==> src/rtl/alu_cmd_driver.sv <==
// alu_cmd_driver: valid/ready command initiator that sequences one ALU operation at a time.
// Define ALU_DRV_FIFO_EN for a DEPTH-entry request FIFO; otherwise a single holding register is used.
module alu_cmd_driver #(
  parameter int INPUT = 8,
  parameter int DEPTH = 4
) (
  input  logic               clk,
  input  logic               rst_n,
  input  logic               req_valid,
  output logic               req_ready,
  input  logic [INPUT-1:0]   req_opa,
  input  logic [INPUT-1:0]   req_opb,
  input  logic               req_cin,
  input  logic [3:0]         req_cmd,
  input  logic               req_mode,
  input  logic [1:0]         req_opsel,
  output logic [INPUT-1:0]   opa,
  output logic [INPUT-1:0]   opb,
  output logic               cin,
  output logic               ce,
  output logic               mode,
  output logic [3:0]         cmd,
  output logic [1:0]         valid,
  input  logic [2*INPUT-1:0] alu_res,
  input  logic               alu_err,
  input  logic               alu_oflow,
  input  logic               alu_cout,
  input  logic               alu_g,
  input  logic               alu_l,
  input  logic               alu_e,
  output logic               rsp_valid,
  input  logic               rsp_ready,
  output logic [2*INPUT-1:0] rsp_res,
  output logic [5:0]         rsp_flags
);

  typedef struct packed {
    logic [INPUT-1:0] opa;
    logic [INPUT-1:0] opb;
    logic             cin;
    logic [3:0]       cmd;
    logic             mode;
    logic [1:0]       opsel;
  } req_t;

  typedef enum logic [2:0] {S_IDLE, S_ISSUE, S_WAIT, S_CAPTURE, S_RESP} state_t;

  state_t     state, state_next;
  req_t       in_req, head;
  logic       push, pop, empty, capture, is_mul;
  logic [1:0] wait_cnt;

  assign in_req = '{opa: req_opa, opb: req_opb, cin: req_cin, cmd: req_cmd,
                    mode: req_mode, opsel: req_opsel};
  assign push   = req_valid & req_ready;

`ifdef ALU_DRV_FIFO_EN
  localparam int AW = $clog2(DEPTH);

  req_t          mem [DEPTH];
  logic [AW-1:0] wr_ptr, rd_ptr;
  logic [AW:0]   count, count_next;

  always_comb begin
    count_next = count;
    if (push && !pop)      count_next = count + (AW+1)'(1);
    else if (!push && pop) count_next = count - (AW+1)'(1);
  end

  // NOTE: non-blocking (<=) for every sequential update so all registers see pre-edge values.
  always_ff @(posedge clk or negedge rst_n) begin
    if (!rst_n) begin
      wr_ptr    <= '0;
      rd_ptr    <= '0;
      count     <= '0;
      req_ready <= 1'b0;
    end else begin
      if (push) wr_ptr <= wr_ptr + AW'(1);
      if (pop)  rd_ptr <= rd_ptr + AW'(1);
      count     <= count_next;
      req_ready <= (count_next < (AW+1)'(DEPTH));
    end
  end

  // NOTE: storage array has no reset; occupancy guards every read, so stale contents are never used.
  always_ff @(posedge clk) begin
    if (push) mem[wr_ptr] <= in_req;
  end

  assign empty = (count == '0);
  assign head  = mem[rd_ptr];
`else
  req_t hold;
  logic full, full_next;
  logic unused_depth;

  // DEPTH has no effect with the single holding register.
  assign unused_depth = (DEPTH != 0);
  assign full_next    = push | (full & ~pop);

  // NOTE: non-blocking (<=) for every sequential update so all registers see pre-edge values.
  always_ff @(posedge clk or negedge rst_n) begin
    if (!rst_n) begin
      hold      <= '0;
      full      <= 1'b0;
      req_ready <= 1'b0;
    end else begin
      if (push) hold <= in_req;
      full      <= full_next;
      req_ready <= ~full_next;
    end
  end

  assign empty = ~full;
  assign head  = hold;
`endif

  always_ff @(posedge clk or negedge rst_n) begin
    if (!rst_n) state <= S_IDLE;
    else        state <= state_next;
  end

  // NOTE: every always_comb output gets a default first, so no path can infer a latch.
  always_comb begin
    state_next = state;
    case (state)
      S_IDLE:    if (!empty) state_next = S_ISSUE;
      S_ISSUE:   state_next = S_WAIT;
      S_WAIT:    if (wait_cnt == 2'd1) state_next = S_CAPTURE;
      S_CAPTURE: state_next = S_RESP;
      S_RESP:    if (rsp_ready) state_next = S_IDLE;
      default:   state_next = S_IDLE;
    endcase
  end

  always_comb begin
    pop       = 1'b0;
    capture   = 1'b0;
    rsp_valid = 1'b0;
    case (state)
      S_IDLE:    pop       = ~empty;
      S_CAPTURE: capture   = 1'b1;
      S_RESP:    rsp_valid = 1'b1;
      default:   ;
    endcase
  end

  // Multiplies pass through one extra ALU stage, so they hold the inputs one cycle longer.
  assign is_mul = mode & ((cmd == 4'b1001) | (cmd == 4'b1010));

  always_ff @(posedge clk or negedge rst_n) begin
    if (!rst_n) begin
      opa       <= '0;
      opb       <= '0;
      cin       <= 1'b0;
      cmd       <= '0;
      mode      <= 1'b0;
      valid     <= '0;
      ce        <= 1'b0;
      wait_cnt  <= '0;
      rsp_res   <= '0;
      rsp_flags <= '0;
    end else begin
      if (pop) begin
        opa   <= head.opa;
        opb   <= head.opb;
        cin   <= head.cin;
        cmd   <= head.cmd;
        mode  <= head.mode;
        valid <= head.opsel;
        ce    <= 1'b1;
      end
      if (state == S_ISSUE)     wait_cnt <= is_mul ? 2'd2 : 2'd1;
      else if (state == S_WAIT) wait_cnt <= wait_cnt - 2'd1;
      if (capture) begin
        ce        <= 1'b0;
        rsp_res   <= alu_res;
        rsp_flags <= {alu_err, alu_oflow, alu_cout, alu_g, alu_l, alu_e};
      end
    end
  end

endmodule

==> config.mk <==
export PLATFORM = sky130hd
export DESIGN_NAME = alu_cmd_driver
export DESIGN_NICKNAME = d
export VERILOG_FILES = /design/src/rtl/alu_cmd_driver.sv
export SDC_FILE = /design/constraint.sdc
export NUM_CORES = 1
export LEC_CHECK = 0
export BUFFER_PORTS_ARGS = -buffer_cell sky130_fd_sc_hd__buf_2
export CAP_MARGIN = 20
export CORE_AREA = 2 2 82 84
export CTS_CLUSTER_DIAMETER = 60
export DETAILED_ROUTE_END_ITERATION = 7
export DIE_AREA = 0 0 84 86
export PLACE_DENSITY = 0.75
export SYNTH_ARGS = -nofsm -noshare
export SYNTH_HDL_FRONTEND = slang
export SYNTH_SLANG_ARGS = --single-unit
==> constraint.sdc <==
create_clock -name clk -period 1.9 [get_ports clk]
set_input_delay 0.19 -clock clk [delete_from_list [all_inputs] [get_ports clk]]
set_output_delay 0.19 -clock clk [all_outputs]
set_load 0.005 [all_outputs]
==> impl_metrics.toml, run 1 <==
[final_layout]
fin_util_pct = 62.93
final_common_cell = "buf_2"
drive_above_1_share_pct = 64.03
final_cell_mix = "97 x buf_2, 78 x dfrtp_1, 51 x mux2_2"
nets = 349
syn2layout_area_growth_pct = 27.35
antenna_cells = 0

[synthesis]
muxShareOfSynthArea_pct = 28.04
synth_top_family_by_area = "multiplexers"
yosys.area_share.xor_xnor_pct = 0.5647
synth.distinct_cells = 29
synthCells = 188
synth_top_cell_area_share_pct = 62.93
netlist_top_cells_area = "dfrtp_1 63%, mux2_2 19%, mux2_4 9.2%"
yosys.area_share.simple_pct = 3.832
syn_area_sq_mm = 0.003102
synth_compound_area_share_pct = 1.291
synth_top_area_cell = "dfrtp_1"
syn_avg_cell_area_sq_um = 16.50
synth_fp_nets = 239
synth_fa_ha_area_share_pct = 0.4034
synth.ff_latch_count = 78
synth-seq-area-share_pct = 62.93
yosysWarnings = 0

[grt]
overflow = 0
grt_pass1_vias = 1919
antenna_found_initial = 0
grt_usage_pct = 16.57
grt_pass1_wl_microns = 9287
grt_max_degree = 32

[floorplan]
io_pins = 99
die_y_microns = 86
fp-row-count = 29
design.die.area_sq_mm = 0.007224
dieWidth_microns = 84
start_util_pct = 49.41
core_sq_mm = 0.006277

[route]
wl_per_cell_microns = 14.51
antenna_left = 0
drt-total-wl_microns = 5513
vias = 1826
wl_met2_microns = 2570
first_pass_iters = 4
wl_met1_microns = 2533
drc = 0
met3RoutedLength_microns = 320
drt_iter0_drc = 64
topRoutingLayerUsed = "met4"
vias_per_cell = 4.805

[timing]
finalSetupTns_ns = 0
period_minus_slack_ns = 1.704
holdWs_ns = 0.06620
fin_skew_ns = 0.01452
worstMarginPinSlew_ns = 0.3921
slew_headroom_pct = 73.80
fmax_ghz = 0.5869
slew_violations = 0
setup_violations = 0
post-route-period-util_pct = 89.68
hold_violations = 0
rsz0062_at_grt = "false"

[placement]
port_buffers = 98
routabilityCongestion = 0.6852
place.detailed.hpwl_microns = 4000

[setup_path]
path_cells = "or3_4 -> nor2_8 -> buf_12 -> mux2_2"
crit_path_max_incr_delay_ns = 0.46
crit_arrival_ns = 1.93
start_kind = "flop"
cp_max_fo = 25
cp.required_ns = 2.12
crit_slowest_cell = "dfrtp_1"
critPathKind = "flop to flop"
endpoint_kind = "flop"

[pwr]
vdd_drop_max_mv = 1.039
combPwrFrac_pct = 37.3
p_int_mw = 5.084
p_seq_share_pct = 41.9
power.switching_mw = 2.063
power_mw = 7.147
static-leakage-power_nw = 1.947
power_density_mw_per_mm2 = 1809
swShare_pct = 28.86
clkPwrFrac_pct = 20.8

[cts]
clockBufferDepth = 2
insertion_delay_ns = 0.34
clock-root-buffer = "clkbuf_8"
cts_tree = "yes"
clk_pin_slew_ns = 0.09
numCtsBuffers = 9
post_cts_buffers = 0
clock-sinks = 78
htreeDepth = 3
ctsResizeCount = 0

[run_status]
status = "finished, final reports clean"

[flow_run]
cap_violations = 0

[hold_path]
hold_class = "input pin to flop"
## state kept, by name, indices dropped and copies added, names as in the netlist
signal	flops
opa	8
head	24
cmd	4
ce	1
rsp_flags	6
rsp_res	16
full	1
opb	8
state	3
mode	1
wait_cnt	2
valid	2
req_ready	1
cin	1
## layer usage
metal  vias up  global-route usage (%)
met1       878                   21.90
met2        67                   25.38
met3         6                   4.235
met4         0                   8.798
met5         -                       0
li1        875                       -
## power by group through the flow
stage	sequential [mW]	combinational, mW	clock, mW
finish	3.00	2.66	1.49
global route	3.11	2.91	1.59
CTS	3.00	2.72	1.53
detailed placement	3.03	2.71	0
global placement	2.99	2.62	0
floorplan	2.98	1.85	0
## cell families after synthesis
kind of cell,after synthesis
AO/OA/AOI/OAI,6
adder cells (fa/ha/maj),1
XOR/XNOR,2
buffers and inverters,11
multiplexers,71
AND/OR/NAND/NOR,19
flip-flops,78
## cells in the mapped netlist
cell type   n
nor2_8      1
xnor2_1     1
and3b_1     1
mux2i_1     1
dfrtp_1    78
xor2_1      1
buf_4       2
a31oi_1     2
mux2_2     51
and2b_1     1
nand3_1     2
clkbuf_1    1
ha_1        1
and2_1      1
nor3_1      1
nand2_1     5
a21o_1      1
nor4bb_1    1
o211a_1     1
buf_12      2
or3_4       1
and3_1      1
mux2_4     19
inv_1       3
buf_6       1
buf_2       1
clkbuf_2    1
nor2_1      4
o21ai_0     2
## area by class of cell
cell class,count,area (sq um)
fillers,490,2327
flip-flops and latches,78,1952
multi-input cells,99,1059
repair buffers,107,588.1
clock buffers,9,123.9
clock inverters,7,120.1
well taps,77,96.34
inverters,3,11.26
## critical path: cells and delay by family, from the launching register on
family	cells	cell delay, ns
simple gates	2	0.55
flops	1	0.46
mux	1	0.35
buf+inv	1	0.21
## stage by stage
step	cells	setup slack, ns	cell area (sq um)
after floorplan	188	0.2860	3102
after CTS	380	0.2026	3950
final	380	0.1960	3950
after detailed placement	363	0.2080	3696
after global routing	380	0.1389	3950
after global placement	363	0.2395	3696
## repair_timing
item | 4_1_cts | 5_1_grt
endpoints found under the setup margin | 0 | 0
hold endpoints to repair | 28 | 0
hold buffers | 1 | 0
## final timing paths
path | from | endpoint | slack, ns | depth (start not counted)
setup / recovery | state[2] | opb[2] | 0.20 | 4
hold / removal | req_opsel[0] | head[0] | 0.07 | 2
setup reg to reg | state[2] | opb[2] | 0.20 | 4
hold reg to reg | ce | ce | 0.48 | 1
max in group asynchronous | rst_n | rsp_flags[4] | 0.96 | 3
min in group asynchronous | rst_n | cmd[0] | 0.31 | 2
Power figures use the tool's default switching activity.
==> run 2, diff against run 1 <==
Settings changed: CORE_AREA 2 2 82 84 to 2 2 115 61, DIE_AREA 0 0 84 86 to 0 0 117 63.
==> run 2 against run 1 <==
Die area is 2.0% higher. Worst hold slack worse by 0.0057 ns. Cell area is 0.41% higher. Sequential power hardly changed. Global-route usage is 0.42 points lower. Combinational power hardly changed. Register-to-register slack better by 0.05 ns. Non-clock buffer count is 2 lower. Clock skew is 0.011 ns lower. Clock power is 4% lower. Final cell count is 2.6% higher. Routed wire length is 3.5% lower.
==> impl_metrics.toml, run 2 (synthesized netlist as in run 1, its figures left out) <==
[run_status]
status = "finished, final reports clean"

[setup_path]
reg2regPathDepth = 4
rr_endpoint = "opb[3]"
reg2reg_from = "state[2]"
cp_num_buf_inv = 1
critPathKind = "flop to flop"
crit_path_max_incr_delay_ns = 0.45
start_kind = "flop"
crit_arrival_ns = 1.86
cpLargestDelayFamily = "simple AND/OR/NAND/NOR gates"
crit_slowest_cell = "or3_4"
rrSetupSlack_ns = 0.25
endpoint_kind = "flop"
path_cells = "or3_4 -> nor2_8 -> buf_12 -> mux2_2"
cp.required_ns = 2.11
cp_max_fo = 18

[pwr]
vdd_drop_max_mv = 0.7816
power_density_mw_per_mm2 = 1784
static-leakage-power_nw = 1.948

[timing]
slew_violations = 0
fin_skew_ns = 0.003459
period_minus_slack_ns = 1.650
holdWs_ns = 0.06049
setup_violations = 0
rsz0062_at_grt = "false"
post-route-period-util_pct = 86.85
finalSetupTns_ns = 0
slew_headroom_pct = 75.84
hold_violations = 0
fmax_ghz = 0.6060
worstMarginPinSlew_ns = 0.3625

[cts]
clock-sinks = 78
cts_tree = "yes"
htreeDepth = 3
post_cts_buffers = 0
numCtsBuffers = 9
insertion_delay_ns = 0.33
clk_pin_slew_ns = 0.05
clock-root-buffer = "clkbuf_16"
clockBufferDepth = 2

[flow_run]
cap_violations = 0

[route]
vias_per_cell = 4.695
drt_iter0_drc = 67
drt-total-wl_microns = 5321
antenna_left = 0
first_pass_iters = 4
wl_per_cell_microns = 13.64
vias = 1831
drc = 0

[placement]
place.detailed.hpwl_microns = 3814
port_buffers = 98
routabilityCongestion = 0.8365

[floorplan]
design.die.area_sq_mm = 0.007371
fp-row-count = 21
io_pins = 99
core_sq_mm = 0.006437
dieWidth_microns = 117
start_util_pct = 48.18
die_y_microns = 63

[final_layout]
syn2layout_area_growth_pct = 27.87
final_common_cell = "buf_2"
area.sequential_sq_mm = 0.001952
antenna_cells = 0
drive_above_1_share_pct = 63.09
multi_input_area_sq_mm = 0.001059
final_cell_mix = "97 x buf_2, 78 x dfrtp_1, 51 x mux2_2"
nets = 347
largest_register_ffs = 24
nFillCells = 506

[grt]
grt_pass1_wl_microns = 8666
grt_usage_pct = 16.15
overflow = 0
grt_pass1_vias = 1784
grt_max_degree = 52
antenna_found_initial = 0

[hold_path]
hold_class = "input pin to flop"
hold_depth = 2
hold_end = "state[2]"
hp-start = "rsp_ready"
==> run 2: repair_timing <==
action                                 in CTS  in global routing
endpoints found under the hold margin      27                  0
hold buffers                                1                  0
gates resized for setup                     0                  0
==> run 2: worst max-delay path by stage <==
stage,start,end,slack (ns),cells past startpoint
after CTS,state[2],opb[4],0.24,4
after global routing,state[2],opb[2],0.19,4
after global placement,state[2],opb[3],0.28,4
after floorplan,state[1],cmd[3],0.29,5
final,state[2],opb[3],0.25,4
after detailed placement,state[2],opb[4],0.25,4
==> run 2: layer usage <==
metal | track usage, % | part of all wire (%) | vias up
li1 | - | - | 871
met1 | 21.53 | 49 | 888
met2 | 21.53 | 40 | 64
met3 | 8.535 | 9.1 | 8
met4 | 7.500 | 1.5 | 0
met5 | 0 | 0 | -
==> run 2: worst reg2reg max path, stage by stage, from the launching register on <==
cell	delay, ns
dfrtp_1	0.44
or3_4	0.45
nor2_8	0.11
buf_12	0.18
mux2_2	0.36
==> run 2: metrics by stage <==
stage | std cells | power (mW) | instance area, sq um | setup WS, ns | util (%)
after detailed placement | 376 | 5.721 | 3712 | 0.2512 | 57.67
after CTS | 390 | 7.194 | 3966 | 0.2439 | 61.61
after global placement | 376 | 5.616 | 3712 | 0.2805 | 57.67
final | 390 | 7.077 | 3966 | 0.2498 | 61.61
after global routing | 390 | 7.595 | 3966 | 0.1895 | 61.61
after floorplan | 188 | 4.831 | 3102 | 0.2860 | -
==> run 2: cell type report <==
type,count,share of cell area (%)
multi-input combinational,99,26.69
timing repair buffer,105,14.76
tap,92,2.902
sequential,78,49.21
clock inverter,3,0.3785
clock buffer,10,5.773
inverter,3,0.2839
==> run 2: power breakdown <==
| group | switching, mW | internal [mW] |
|---|---|---|
| logic | 0.960 | 1.69 |
| clock network | 0.582 | 0.853 |
| registers | 0.464 | 2.53 |
==> run 3, diff against run 2 <==
Settings changed: CORE_AREA 2 2 115 61 to 2 2 113 60, CTS_BUF_LIST from default to sky130_fd_sc_hd__clkbuf_2, DIE_AREA 0 0 117 63 to 0 0 115 62, PLACE_DENSITY 0.75 to 0.78, SLEW_MARGIN from default to 20.
==> run 3 against run 2 <==
Global-route usage up 2.4 points. Utilization up 5.7 points. Non-clock buffer count up 49. Sequential share of layout area down 3.2 points. Largest cell class unchanged. Die area down 3.3%. Critical path depth up 1. Register-to-register slack worse by 0.04 ns.
==> impl_metrics.toml, run 3 (synthesized netlist as in run 1, its figures left out) <==
[final_layout]
final_cell_mix = "97 x buf_2, 78 x dfrtp_1, 51 x mux2_2"
fin_area_sq_mm = 0.004244
antenna_cells = 0
nFillCells = 452
fin_util_pct = 67.30
syn2layout_area_growth_pct = 36.83
drive_above_1_share_pct = 54.57
nets = 396
final_common_cell = "buf_2"
largest_register_ffs = 24
area.sequential_sq_mm = 0.001952
multi_input_area_sq_mm = 0.001059

[placement]
port_buffers = 98
place.detailed.hpwl_microns = 3963
routabilityCongestion = 0.8129
dpl-instance-area_sq_mm = 0.003687

[cts]
htreeDepth = 3
clock-sinks = 78
ctsResizeCount = 0
insertion_delay_ns = 0.52
clock-root-buffer = "clkbuf_2"
cts_tree = "yes"
clk_pin_slew_ns = 0.19
numCtsBuffers = 9
clockBufferDepth = 2
post_cts_buffers = 0

[timing]
slew_headroom_pct = 65.73
fin_skew_ns = 0.01893
rsz0062_at_grt = "false"
fmax_ghz = 0.5745
finalSetupTns_ns = 0
hold_violations = 0
worstMarginPinSlew_ns = 0.5140
holdWs_ns = 0.1208
slew_violations = 0
setup_violations = 0
period_minus_slack_ns = 1.741
post-route-period-util_pct = 91.61

[pwr]
static-leakage-power_nw = 2.077
power_mw = 6.435
vdd_drop_max_mv = 0.8018
power_density_mw_per_mm2 = 1516

[setup_path]
cp_max_fo = 9
critPathKind = "flop to output pin"
start_kind = "flop"
endpoint_kind = "output pin"
cp.required_ns = 1.71
crit_arrival_ns = 1.55

[floorplan]
core_sq_mm = 0.006306
io_pins = 99
design.die.area_sq_mm = 0.007130
dieWidth_microns = 115
start_util_pct = 49.19
die_y_microns = 62
fp-row-count = 21

[route]
vias_per_cell = 4.791
drt-total-wl_microns = 6273
drt_iter0_drc = 96
wl_per_cell_microns = 14.59
drc = 0
vias = 2060
antenna_left = 0
first_pass_iters = 4

[grt]
antenna_found_initial = 0
grt_max_degree = 43
grt_usage_pct = 18.53
grt_pass1_vias = 2010
overflow = 0
grt_pass1_wl_microns = 9542

[flow_run]
cap_violations = 0

[run_status]
status = "finished, final reports clean"

[hold_path]
hold_class = "input pin to flop"
==> run 3: final timing paths <==
kind | slack, ns | startpoint | end | cells after the start
worst min-delay path | 0.12 | req_valid | full | 4
min in group asynchronous | 0.18 | rst_n | opa[4] | 2
worst max-delay path | 0.16 | state[1] | rsp_valid | 5
max in group asynchronous | 1.04 | rst_n | rsp_flags[4] | 3
worst max register to register | 0.21 | state[2] | opb[5] | 4
worst min register to register | 0.51 | ce | ce | 1
==> run 3: area by class of cell <==
| cell class | count | share of cell area (%) |
|---|---|---|
| flip-flops and latches | 78 | 45.99 |
| multi-input cells | 99 | 24.94 |
| repair buffers | 154 | 24.65 |
| well taps | 80 | 2.358 |
| clock buffers | 13 | 1.533 |
| clock inverters | 3 | 0.2653 |
| inverters | 3 | 0.2653 |
==> run 3: layer usage <==
layer  up-vias  track usage, %  wire [microns]
li1        975               -               -
met1      1003           23.15            2941
met2        73           29.92            2812
met3         9           7.468             441
met4         0           7.229              76
met5         -               0               0
==> run 3: metrics by stage <==
| stage | setup WS (ns) | instances |
|---|---|---|
| global route | 0.001270 | 430 |
| detailed placement | 0.2471 | 366 |
| CTS | 0.1188 | 430 |
| finish | 0.1593 | 430 |
| floorplan | 0.2860 | 188 |
| global placement | 0.2832 | 366 |
==> run 3: where the power goes <==
group	internal [mW]	switching, mW	total, mW
combinational	1.74	0.989	2.73
sequential	2.51	0.492	3.00
clock	0.183	0.520	0.703
==> run 3: worst max-delay path, cell delays in order, from the launching register on <==
cell,delay (ns)
dfrtp_1,0.42
buf_4,0.17
nor2_1,0.18
nand2_1,0.10
inv_1,0.06
buf_2,0.11
==> run 3: repair_timing <==
action,4_1_cts,5_1_grt
hold endpoints to repair,87,0
hold buffers,48,0
setup endpoints to repair,0,0
